### src/rtl/pipe_hazard_pkg.sv
// rtl/pipe_hazard_pkg.sv - shared types and constants for the pipeline hazard controller
package pipe_hazard_pkg;

    typedef enum logic [1:0] {
        ST_RUN   = 2'd0,
        ST_FLUSH = 2'd1,
        ST_DMISS = 2'd2
    } hz_state_e;

    localparam int FWD_RF = 0;

endpackage

### src/rtl/fwd_select.sv
// rtl/fwd_select.sv - forwarding source select and load-use hazard for one source operand
module fwd_select
    import pipe_hazard_pkg::*;
#(
    parameter int REG_AW     = 5,
    parameter int FWD_STAGES = 2,
    parameter int SELW       = 2
) (
    input  logic [REG_AW-1:0]            i_rs,
    input  logic                         i_need,
    input  logic [FWD_STAGES*REG_AW-1:0] i_prod_rd,
    input  logic [FWD_STAGES-1:0]        i_prod_we,
    input  logic [FWD_STAGES-1:0]        i_prod_rdy,
    output logic [SELW-1:0]              o_sel,
    output logic                         o_hazard
);

    logic            w_hit;
    logic            w_rdy;
    logic [SELW-1:0] w_sel;

    // Scan oldest to youngest so the youngest matching producer wins.
    always_comb begin
        w_hit = 1'b0;
        w_rdy = 1'b0;
        w_sel = SELW'(FWD_RF);
        for (int k = FWD_STAGES; k >= 1; k--) begin
            if (i_need && i_prod_we[k-1] && (i_rs != '0) &&
                (i_prod_rd[(k-1)*REG_AW +: REG_AW] == i_rs)) begin
                w_hit = 1'b1;
                w_rdy = i_prod_rdy[k-1];
                w_sel = SELW'(k);
            end
        end
    end

    assign o_hazard = w_hit & ~w_rdy;
    assign o_sel    = o_hazard ? SELW'(FWD_RF) : w_sel;

endmodule

### src/rtl/pipe_hazard_ctrl.sv
// rtl/pipe_hazard_ctrl.sv - operand forwarding, stall and flush control for an in-order pipeline
module pipe_hazard_ctrl
    import pipe_hazard_pkg::*;
#(
    parameter int REG_AW     = 5,
    parameter int NUM_SRC    = 2,
    parameter int FWD_STAGES = 2,
    parameter int FLUSH_CYC  = 1,
    localparam int SELW      = $clog2(FWD_STAGES + 1)
) (
    input  logic                         clk,
    input  logic                         rst_n,
    input  logic [NUM_SRC*REG_AW-1:0]    i_rs_addr,
    input  logic [NUM_SRC-1:0]           i_rs_need,
    input  logic [FWD_STAGES*REG_AW-1:0] i_prod_rd,
    input  logic [FWD_STAGES-1:0]        i_prod_we,
    input  logic [FWD_STAGES-1:0]        i_prod_rdy,
    input  logic                         i_mispredict,
    input  logic                         i_dcache_miss,
    input  logic                         i_icache_miss,
    output logic [NUM_SRC*SELW-1:0]      o_fwd_sel,
    output logic                         o_pc_stall,
    output logic                         o_ifid_stall,
    output logic                         o_idex_stall,
    output logic                         o_exma_stall,
    output logic                         o_ifid_flush,
    output logic                         o_idex_flush,
    output logic                         o_exma_flush,
    output logic                         o_mawb_flush,
    output logic [31:0]                  o_stall_cnt
);

    localparam int         FCNT_I    = (FLUSH_CYC > 1) ? FLUSH_CYC - 2 : 0;
    localparam logic [1:0] FCNT_INIT = FCNT_I[1:0];

    hz_state_e             r_state, w_state_nxt;
    logic [1:0]            r_fcnt, w_fcnt_nxt;
    logic                  r_pend, w_pend_nxt;
    logic [31:0]           r_stall_cnt;
    logic [NUM_SRC*SELW-1:0] w_sel;
    logic [NUM_SRC-1:0]    w_haz;
    logic                  w_dhaz;

    for (genvar n = 0; n < NUM_SRC; n++) begin : g_src
        fwd_select #(
            .REG_AW     (REG_AW),
            .FWD_STAGES (FWD_STAGES),
            .SELW       (SELW)
        ) u_fwd_select (
            .i_rs       (i_rs_addr[n*REG_AW +: REG_AW]),
            .i_need     (i_rs_need[n]),
            .i_prod_rd  (i_prod_rd),
            .i_prod_we  (i_prod_we),
            .i_prod_rdy (i_prod_rdy),
            .o_sel      (w_sel[n*SELW +: SELW]),
            .o_hazard   (w_haz[n])
        );
    end

    assign w_dhaz      = |w_haz;
    assign o_fwd_sel   = rst_n ? w_sel : '0;
    assign o_stall_cnt = r_stall_cnt;

    always_ff @(posedge clk) begin
        if (!rst_n) begin
            r_state <= ST_RUN;
            r_fcnt  <= 2'd0;
            r_pend  <= 1'b0;
        end else begin
            r_state <= w_state_nxt;
            r_fcnt  <= w_fcnt_nxt;
            r_pend  <= w_pend_nxt;
        end
    end

    always_comb begin
        w_state_nxt  = ST_RUN;
        w_fcnt_nxt   = r_fcnt;
        w_pend_nxt   = r_pend;
        o_pc_stall   = 1'b0;
        o_ifid_stall = 1'b0;
        o_idex_stall = 1'b0;
        o_exma_stall = 1'b0;
        o_ifid_flush = 1'b0;
        o_idex_flush = 1'b0;
        o_exma_flush = 1'b0;
        o_mawb_flush = 1'b0;
        if (!rst_n) begin
            o_ifid_flush = 1'b1;
            o_idex_flush = 1'b1;
            o_exma_flush = 1'b1;
            o_mawb_flush = 1'b1;
            w_pend_nxt   = 1'b0;
            w_fcnt_nxt   = 2'd0;
        end else if (i_dcache_miss) begin
            o_pc_stall   = 1'b1;
            o_ifid_stall = 1'b1;
            o_idex_stall = 1'b1;
            o_exma_stall = 1'b1;
            o_mawb_flush = 1'b1;
            w_state_nxt  = ST_DMISS;
            w_pend_nxt   = r_pend | i_mispredict;
        end else if (i_mispredict || r_pend) begin
            // A mispredict deferred by a dcache miss is replayed on the exit cycle.
            o_ifid_flush = 1'b1;
            o_idex_flush = 1'b1;
            o_pc_stall   = i_icache_miss;
            w_pend_nxt   = 1'b0;
            w_fcnt_nxt   = FCNT_INIT;
            w_state_nxt  = (FLUSH_CYC > 1) ? ST_FLUSH : ST_RUN;
        end else if (r_state == ST_FLUSH) begin
            o_ifid_flush = 1'b1;
            o_idex_flush = 1'b1;
            o_pc_stall   = i_icache_miss;
            if (r_fcnt == 2'd0) begin
                w_state_nxt = ST_RUN;
            end else begin
                w_state_nxt = ST_FLUSH;
                w_fcnt_nxt  = r_fcnt - 2'd1;
            end
        end else if (w_dhaz) begin
            o_pc_stall   = 1'b1;
            o_ifid_stall = 1'b1;
            o_idex_flush = 1'b1;
        end else if (i_icache_miss) begin
            o_pc_stall   = 1'b1;
            o_ifid_flush = 1'b1;
        end
    end

    always_ff @(posedge clk) begin
        if (!rst_n) begin
            r_stall_cnt <= 32'd0;
        end else if (o_pc_stall && (r_stall_cnt != 32'hFFFF_FFFF)) begin
            r_stall_cnt <= r_stall_cnt + 32'd1;
        end
    end

endmodule
### config.mk
export PLATFORM = sky130hd
export DESIGN_NAME = pipe_hazard_ctrl
export DESIGN_NICKNAME = d
export VERILOG_FILES = /design/src/rtl/pipe_hazard_pkg.sv /design/src/rtl/fwd_select.sv /design/src/rtl/pipe_hazard_ctrl.sv
export SDC_FILE = /design/constraint.sdc
export NUM_CORES = 1
export LEC_CHECK = 0
export CAP_MARGIN = 25
export CELL_PAD_IN_SITES_DETAIL_PLACEMENT = 1
export CELL_PAD_IN_SITES_GLOBAL_PLACEMENT = 1
export CORE_MARGIN = 1
export CORE_UTILIZATION = 30
export CTS_CLUSTER_DIAMETER = 120
export DETAILED_ROUTE_END_ITERATION = 6
export GPL_TIMING_DRIVEN = 0
export PLACE_DENSITY = 0.81
export SYNTH_ARGS = -nofsm -noshare
export SYNTH_HDL_FRONTEND = slang
export SYNTH_SLANG_ARGS = --single-unit
### constraint.sdc
create_clock -name clk -period 2.55 [get_ports clk]
set_input_delay 0.3825 -clock clk [delete_from_list [all_inputs] [get_ports clk]]
set_output_delay 0.3825 -clock clk [all_outputs]
set_load 0.01 [all_outputs]
# After elaboration in Yosys (flattened, before gate mapping)
# Cells that the tools add are included.
# word_totals
output_inout_bits	44
regBits	37
word_cells	92
# classes
n_mux	48
eq_ne	7
n_bitwise	8
n_addsub	2
n_reduce_logical	22
# op_table
cell	n
1-bit two-way mux	37
32-bit by 1-bit adder with 32-bit output, second input constant	1
32-bit != test, second input constant	1
5-bit equality test	4
2-bit two-way mux	10
1-bit logical AND	13
5-bit nonzero test	2
1-bit NOT	5
4-bit two-way mux	1
2-bit nonzero test	2
4-bit OR reduction	1
3-bit AND reduction	1
1-bit bitwise AND	2
2-bit by 1-bit equality test with 1-bit output, second input constant	1
2-bit zero test	1
2-bit != test, second input constant	1
2-bit OR reduction	1
2-bit by 1-bit subtractor with 2-bit output, second input constant	1
1-bit logical OR	1
1-bit bitwise OR	1

# Logic depth before layout (Yosys ltp)
# Gate-level depths: netlist of the first run.
# logic_depth
word_depth	14
ltp_mapped	11
mapped_depth_nobuf	8

# Modules after synthesis
# Synthesis of the first run repeated with hierarchy kept, for this count alone.
# unflattened
hier_cells	295
area_unflattened_um2	2443.6
# by_module_without_submodules
mod	area_per_inst_um2	instances	cells_per_inst
pipe_hazard_ctrl	2058.2	1	249
fwd_select	192.7	2	23

# Least setup slack after synthesis of the first run
# OpenSTA, ideal clock, no wires.
# synth_timing
kind	input port to flip-flop
start	input i_rs_addr[1]
end	register r_stall_cnt[31], in the netlist o_stall_cnt[31]
path_buffers	1
stages	8
slack_ps	140
arrival_ps	2282
cell_sequence	or4_1 o21ai_1 nand4b_2 a22oi_2 o211a_1 buf_6 or4_4 mux2i_1
# synth_via
elab_chain_len	14
word_cells_on_any_way	20
cone_classes	2 x eq/ne; 9 x mux; 2 x bitwise; 7 x reduce/logical
# synth_lines
element	line	text
from (decl)	pipe_hazard_ctrl.sv:13	input logic [NUM_SRC*REG_AW-1:0] i_rs_addr,
5-bit nonzero test	fwd_select.sv:28	if (i_need && i_prod_we[k-1] && (i_rs != '0) &&
1-bit logical AND (2 in series)	fwd_select.sv:28	
1-bit two-way mux (2 in series)	fwd_select.sv:28	
1-bit NOT	fwd_select.sv:37	assign o_hazard = w_hit & ~w_rdy;
1-bit bitwise AND (*)	fwd_select.sv:37	
2-bit OR reduction (*)	pipe_hazard_ctrl.sv:60	assign w_dhaz = |w_haz;
1-bit two-way mux (*)	pipe_hazard_ctrl.sv:121	end else if (w_dhaz) begin
1-bit two-way mux (*)	pipe_hazard_ctrl.sv:111	end else if (r_state == ST_FLUSH) begin
1-bit two-way mux (*)	pipe_hazard_ctrl.sv:103	end else if (i_mispredict || r_pend) begin
1-bit two-way mux (*)	pipe_hazard_ctrl.sv:95	end else if (i_dcache_miss) begin
1-bit two-way mux (*)	pipe_hazard_ctrl.sv:88	if (!rst_n) begin
1-bit logical AND (*)	pipe_hazard_ctrl.sv:134	end else if (o_pc_stall && (r_stall_cnt != 32'hFFFF_FFFF)) begin
to (signal assigned)	pipe_hazard_ctrl.sv:135	r_stall_cnt <= r_stall_cnt + 32'd1;
to (decl)	pipe_hazard_ctrl.sv:39	logic [31:0] r_stall_cnt;
# Mark *: on every way between the ends. The rest lies on a longest branch, timed or not.
# A chain may end at the register's enable or synchronous reset.

# Worst setup path in the final report of the first run
# layout_timing
start	input i_rs_addr[8]
end	output o_pc_stall
# layout_via
elab_chain_len	13
word_cells_on_any_way	19
cone_classes	2 x eq/ne; 9 x mux; 2 x bitwise; 6 x reduce/logical
# layout_lines
element	line	text
5-bit nonzero test	fwd_select.sv:28	
1-bit logical AND (2 in series)	fwd_select.sv:28	
1-bit two-way mux (2 in series)	fwd_select.sv:28	
1-bit NOT	fwd_select.sv:37	
1-bit bitwise AND (*)	fwd_select.sv:37	
2-bit OR reduction (*)	pipe_hazard_ctrl.sv:60	
1-bit two-way mux (*)	pipe_hazard_ctrl.sv:121	
1-bit two-way mux (*)	pipe_hazard_ctrl.sv:111	
1-bit two-way mux (*)	pipe_hazard_ctrl.sv:103	
1-bit two-way mux (*)	pipe_hazard_ctrl.sv:95	
1-bit two-way mux (*)	pipe_hazard_ctrl.sv:88	
to (decl)	pipe_hazard_ctrl.sv:22	output logic o_pc_stall,
# Marks and branches as above.

==> results of run 1 <==
synthesized netlist by cell type (3+ instances only):
library cell and number:
mux2i_1 11, nor4_1 6, nand3b_1 4, nand3_1 21
nand2b_1 9, o21ai_0 9, nand2_1 25, a21o_1 5
or3_1 11, o31ai_1 5, clkbuf_1 12, dfxtp_1 37
and4_1 3, o211ai_1 3, xor2_1 8, o21a_1 4
o41ai_1 7, nor2_1 13, xnor2_1 12, o311ai_0 3
nor3_1 13, inv_1 5, buf_2 4, and3_1 6
nand4_1 13, or4_1 5, a21oi_1 17
flip-flops by register name, indices dropped and copies added (netlist names):
name,flops
r_fcnt,2
r_state,2
o_stall_cnt,32
r_pend,1
per-stage QoR:
step	TNS [ns]	total power [mW]	instances	area [µm²]	setup WS, ns
2_1_floorplan	0	0.702	289	2310	0.140
3_3_place_gp	-22.22	0.818	462	3170	-0.762
3_5_place_dp	-24.20	0.825	462	3170	-0.781
4_1_cts	-0.0262	1.38	474	3390	-0.0262
5_1_grt	-0.0874	1.44	481	3580	-0.0732
6_report	-0.0188	1.40	481	3580	-0.0188
worst paths after layout:
| path | startpoint | endpoint | slack [ns] | depth (start not counted) |
|---|---|---|---|---|
| worst max-delay path | i_rs_addr[8] | o_pc_stall | -0.02 | 9 |
| worst max register to register | o_stall_cnt[12] | o_stall_cnt[29] | 0.16 | 9 |
| worst min-delay path | r_state[0] | r_state[0] | 0.50 | 2 |
| worst min register to register | r_state[0] | r_state[0] | 0.50 | 2 |
power groups by stage:
stage               clock network, mW  registers (mW)  logic (mW)
global placement                    0           0.602       0.216
floorplan                           0           0.602      0.0997
detailed placement                  0           0.602       0.224
global route                    0.578           0.590       0.276
CTS                             0.556           0.588       0.233
finish                          0.551           0.588       0.259
critical path, cell delays in order:
cell and delay [ns]:
buf_8 0.09, or4_4 0.54, o21ai_4 0.15, nand4b_1 0.24, a22oi_2 0.12, o211a_1 0.28
buf_6 0.14, o22ai_4 0.10, buf_2 0.16
kinds of logic after synthesis:
| group | after synthesis | share of synthesized area (%) |
|---|---|---|
| compound gates | 62 | 18.1 |
| xor+xnor | 20 | 7.60 |
| fa+ha+maj | 2 | 1.09 |
| buf+inv | 24 | 4.61 |
| flops | 37 | 32.1 |
| mux | 11 | 4.78 |
| simple gates | 133 | 31.7 |
per-layer routing:
metal	up-vias	track usage (%)	wire [µm]
li1	1264	-	-
met1	1337	26.6	3780
met2	76	39.8	4540
met3	13	3.47	374
met4	0	7.36	136
met5	-	0	0
placed cells by master, fill, tap and decap left out, types with 6 or more instances in the layout:
master           instances
a21oi_1                 17
buf_2                    9
buf_4                   18
clkbuf_2                10
clkbuf_8                 6
clkdlybuf4s50_1         46
dfxtp_1                 35
mux2i_1                 11
nand2_1                 25
nand2b_1                 9
nand3_1                 21
nand4_1                 13
nor2_1                  13
nor3_1                  10
o21ai_0                  8
or3_1                   11
xnor2_1                 10
repair_timing:
action	CTS	global route
resized for setup	88	50
pin swaps	12	22
buffers inserted	5	8
setup endpoints to repair	42	35
gates cloned	0	0
hold endpoints to repair	0	0
layout make-up:
type	count	area, µm²
buffer	17	105
clock buffer	7	86.3
clock inverter	1	30.0
fill	859	3750
inverter	5	18.8
multi-input combinational	228	1680
sequential	37	743
tap	99	124
timing repair buffer	87	787
==> flow_metrics.py, run 1 <==
metrics = {
    "outcome": {
        "status": "finished, violations left",
        "violations": "setup timing",
    },
    "pwr": {
        "seq_power_share_pct": 42.1,
        "p_leak_nw": 1.32,
        "p_sw_share_pct": 27.4,
        "power_density_mw_per_mm2": 391,
        "cellInternalPower_mw": 1.01,
        "power_frac_clock_pct": 39.4,
        "pwr-share-comb_pct": 18.5,
        "peakVddDrop_v": 0.000219,
        "switchingPower_mw": 0.384,
    },
    "global_route": {
        "gr-total-overflow": 0,
        "antenna_found_initial": 0,
        "grt_use_total_pct": 22.1,
        "grt_max_degree": 12,
        "grt_pass1_wl_um": 13300,
        "grt_pass1_vias": 2664,
    },
    "detailed_routing": {
        "vias_per_cell": 5.59,
        "dr.pass1.iters": 4,
        "vias": 2690,
        "drc_errors": 0,
        "final_antenna_net_count": 0,
        "wire_per_inst_um": 18.4,
        "drt-total-wl_um": 8830,
        "drt_iter0_markers": 137,
    },
    "logic_synthesis": {
        "ys_ff_latch": 37,
        "synth_enable_flop_cells": 0,
        "syn_area_mm2": 0.00231,
        "synth_top_area_share_pct": 32.1,
        "syn_inst": 289,
        "syn_nets": 322,
        "synth_area_leader_cell": "dfxtp_1",
        "ys_types": 41,
        "synth.area.top_cells": "dfxtp_1 32%, mux2i_1 4.8%, nand3_1 4.6%",
        "ys_seq_area_share_pct": 32.1,
        "avgSynthCellArea_um2": 7.98,
        "postSynth.asyncResetShare_pct": 0,
        "synthFlopType": "dfxtp_1",
        "yosysWarnings": 0,
    },
    "finish": {
        "synthToLayoutAreaGrowth_pct": 55.1,
        "layout-drive-gt1-share_pct": 21.5,
        "utilization_pct": 48.8,
        "fin_nets": 414,
        "diodes": 0,
    },
    "timing": {
        "setup_ws_ns": -0.0188,
        "period_share_pct": 101,
        "finClkSkew_ns": 0.00806,
        "min_period_ns": 2.57,
        "worst_pin_slew_ns": 0.554,
        "whs_ns": 0.499,
        "rsz0062_at_grt": "yes",
        "slew_headroom_pct": 63.1,
        "maxSlewViolCount": 0,
        "finalHoldViolations": 0,
        "clock.fmax_mhz": 389,
        "setup_viol": 1,
    },
    "place": {
        "io_buffers": 74,
        "hpwl_um": 6230,
        "place.gp.congestion": 0.880,
    },
    "clock_tree": {
        "htree_levels": 2,
        "postCtsHoldBufs": 0,
        "cts_inserted_buffers": 5,
        "cts_root_buffer": "clkbuf_8",
        "numClockSinks": 37,
        "insertion_delay_ns": 0.30,
        "cts_max_path_buffers": 2,
        "path_clk_slew_ns": 0.07,
        "cts_tree": "done",
    },
    "setup_path": {
        "critPathMaxFanout": 4,
        "start_kind": "input port",
        "arrival_ns": 2.19,
        "endpoint_kind": "primary output",
        "path_class": "in2out",
        "cp.required_ns": 2.17,
    },
    "worst_hold_path": {
        "hold_class": "reg2reg",
    },
    "floorplan": {
        "fp-row-count": 31,
        "dieArea_mm2": 0.00804,
        "io_pins": 75,
        "initial_core_util_pct": 31.5,
        "die_x_um": 89.7,
        "die_y_um": 89.7,
        "core_mm2": 0.00733,
    },
    "job": {
        "drv_cap": 0,
    },
}
Power figures use the tool's default switching activity.
==> run 2: changes to the inputs <==
SKIP_CTS_REPAIR_TIMING = 1   (was default)
==> run 2 against run 1 <==
  * The flow still finishes with violations (setup timing)
  * Via count down 1.9%
  * Critical endpoint unchanged
  * Sequential share of layout area up 0.45 points
  * Sequential power about the same
  * Critical path type unchanged
  * Count of clock-buffer cells in the layout unchanged
  * Critical path depth up 1
==> flow_metrics.py, run 2 (synthesis results as in run 1) <==
metrics = {
    "finish": {
        "final_cell_count_no_fill": 475,
        "largest_register_ffs": 32,
        "synthToLayoutAreaGrowth_pct": 51.9,
        "fin_area_mm2": 0.00350,
        "layout-drive-gt1-share_pct": 16.5,
        "mostFrequentLayoutCells": "48 x clkdlybuf4s50_1, 35 x dfxtp_1, 25 x nand2_1",
        "regArea_um2": 743,
        "nFillCells": 869,
        "diodes": 0,
        "layout_commonest_cell": "clkdlybuf4s50_1",
        "fin_nets": 408,
        "multi_input_area_mm2": 0.00160,
    },
    "timing": {
        "rsz0062_at_grt": "yes",
        "clock.fmax_mhz": 388,
        "whs_ns": 0.501,
        "setup_ws_ns": -0.0261,
        "slew_headroom_pct": 50.1,
        "worst_pin_slew_ns": 0.746,
        "min_period_ns": 2.58,
        "maxSlewViolCount": 0,
        "period_share_pct": 101,
        "setup_viol": 1,
        "finalHoldViolations": 0,
        "fin_tns_setup_ns": -0.0261,
        "finClkSkew_ns": 0.00752,
    },
    "floorplan": {
        "die_y_um": 89.7,
        "core_mm2": 0.00733,
        "die_x_um": 89.7,
        "dieArea_mm2": 0.00804,
        "io_pins": 75,
        "fp-row-count": 31,
        "initial_core_util_pct": 31.5,
    },
    "place": {
        "hpwl_um": 6230,
        "place_area_mm2": 0.00317,
        "placedCellCount": 462,
        "io_buffers": 74,
        "place.gp.congestion": 0.880,
    },
    "clock_tree": {
        "cts_max_path_buffers": 2,
        "cts_tree": "done",
        "insertion_delay_ns": 0.30,
        "cts_root_buffer": "clkbuf_8",
        "htree_levels": 2,
        "cts_inserted_buffers": 5,
        "numClockSinks": 37,
        "path_clk_slew_ns": 0.07,
    },
    "setup_path": {
        "start_kind": "input port",
        "critPathMaxFanout": 4,
        "cp.required_ns": 2.17,
        "arrival_ns": 2.19,
        "crit_top_cell": "buf_6",
        "crit_slowest_cell": "or4_4",
        "endpoint_kind": "primary output",
        "cpPeakStageDelay_ns": 0.52,
        "cp_cell_sequence": "buf_6, or4_4, o21ai_2, nand4b_1, a21o_1, buf_6, o211a_4, buf_6, o22ai_2, buf_2",
        "path_class": "in2out",
        "worst-r2r-setup-slack_ns": 0.17,
    },
    "outcome": {
        "violations": "setup timing",
        "status": "finished, violations left",
    },
    "detailed_routing": {
        "drc_errors": 0,
        "dr.pass1.iters": 4,
        "drt_iter0_markers": 130,
        "wire_per_inst_um": 17.8,
        "final_antenna_net_count": 0,
        "drt-total-wl_um": 8440,
        "vias": 2640,
        "vias_per_cell": 5.56,
    },
    "job": {
        "drv_cap": 0,
    },
    "pwr": {
        "peakVddDrop_v": 0.000205,
        "p_leak_nw": 1.37,
        "total_power_mw": 1.37,
        "power_density_mw_per_mm2": 392,
    },
    "global_route": {
        "antenna_found_initial": 0,
        "grt_pass1_wl_um": 12800,
        "grt_use_total_pct": 21.1,
        "grt_pass1_vias": 2590,
        "gr-total-overflow": 0,
        "grt_max_degree": 12,
    },
    "worst_hold_path": {
        "hold_class": "reg2reg",
    },
}
[run 2: changes by cell type in the layout (fill, tap and decap cells not counted), moves of 3 or more]
| cell | change |
|---|---|
| xor2_2 | -3 |
| buf_2 | -4 |
| dlygate4sd2_1 | -5 |
| clkbuf_4 | +3 |
| xor2_1 | +3 |
| dlymetal6s2s_1 | +10 |
| nor4_1 | +3 |
| buf_4 | -11 |
[run 2: stage by stage]
| step | utilization (%) | setup WS, ns |
|---|---|---|
| after global placement | 43.2 | -0.762 |
| after detailed placement | 43.2 | -0.781 |
| after CTS | 44.8 | -0.789 |
| after floorplan | - | 0.140 |
| after global routing | 47.8 | -0.0964 |
| final | 47.8 | -0.0261 |
[run 2: where the power goes]
group	switching (mW)	internal, mW	total, mW
sequential	0.00572	0.582	0.588
combinational	0.132	0.107	0.240
clock	0.226	0.319	0.546
total	0.364	1.01	1.37
[run 2: layout make-up]
type	instances	area share, %
repair buffers	81	22.8
well taps	99	3.54
clock buffers	7	2.47
multi-input cells	228	45.7
clock inverters	1	0.857
plain buffers	17	2.86
inverters	5	0.536
flip-flops and latches	37	21.2
[run 2: path summary, 6_finish.rpt]
| path | from | end | depth (start not counted) |
|---|---|---|---|
| max | i_rs_addr[8] | o_pc_stall | 10 |
| min | r_state[0] | r_state[0] | 2 |
| max reg2reg | o_stall_cnt[12] | o_stall_cnt[29] | 9 |
| min reg2reg | r_state[0] | r_state[0] | 2 |
[run 2: routing by layer]
layer  global-route usage [%]  share of wire [%]  routed length, µm
met2                     38.6                 51               4320
met3                     3.29                4.5                383
met4                     6.93                1.6                136
met1                     25.2                 43               3600
met5                        0                  0                  0
[run 2: critical path: cells and delay by family]
family                 cells  cell delay [ns]
AO/OA/AOI/OAI              4             0.60
AND/OR/NAND/NOR            2             0.73
buffers and inverters      4             0.47
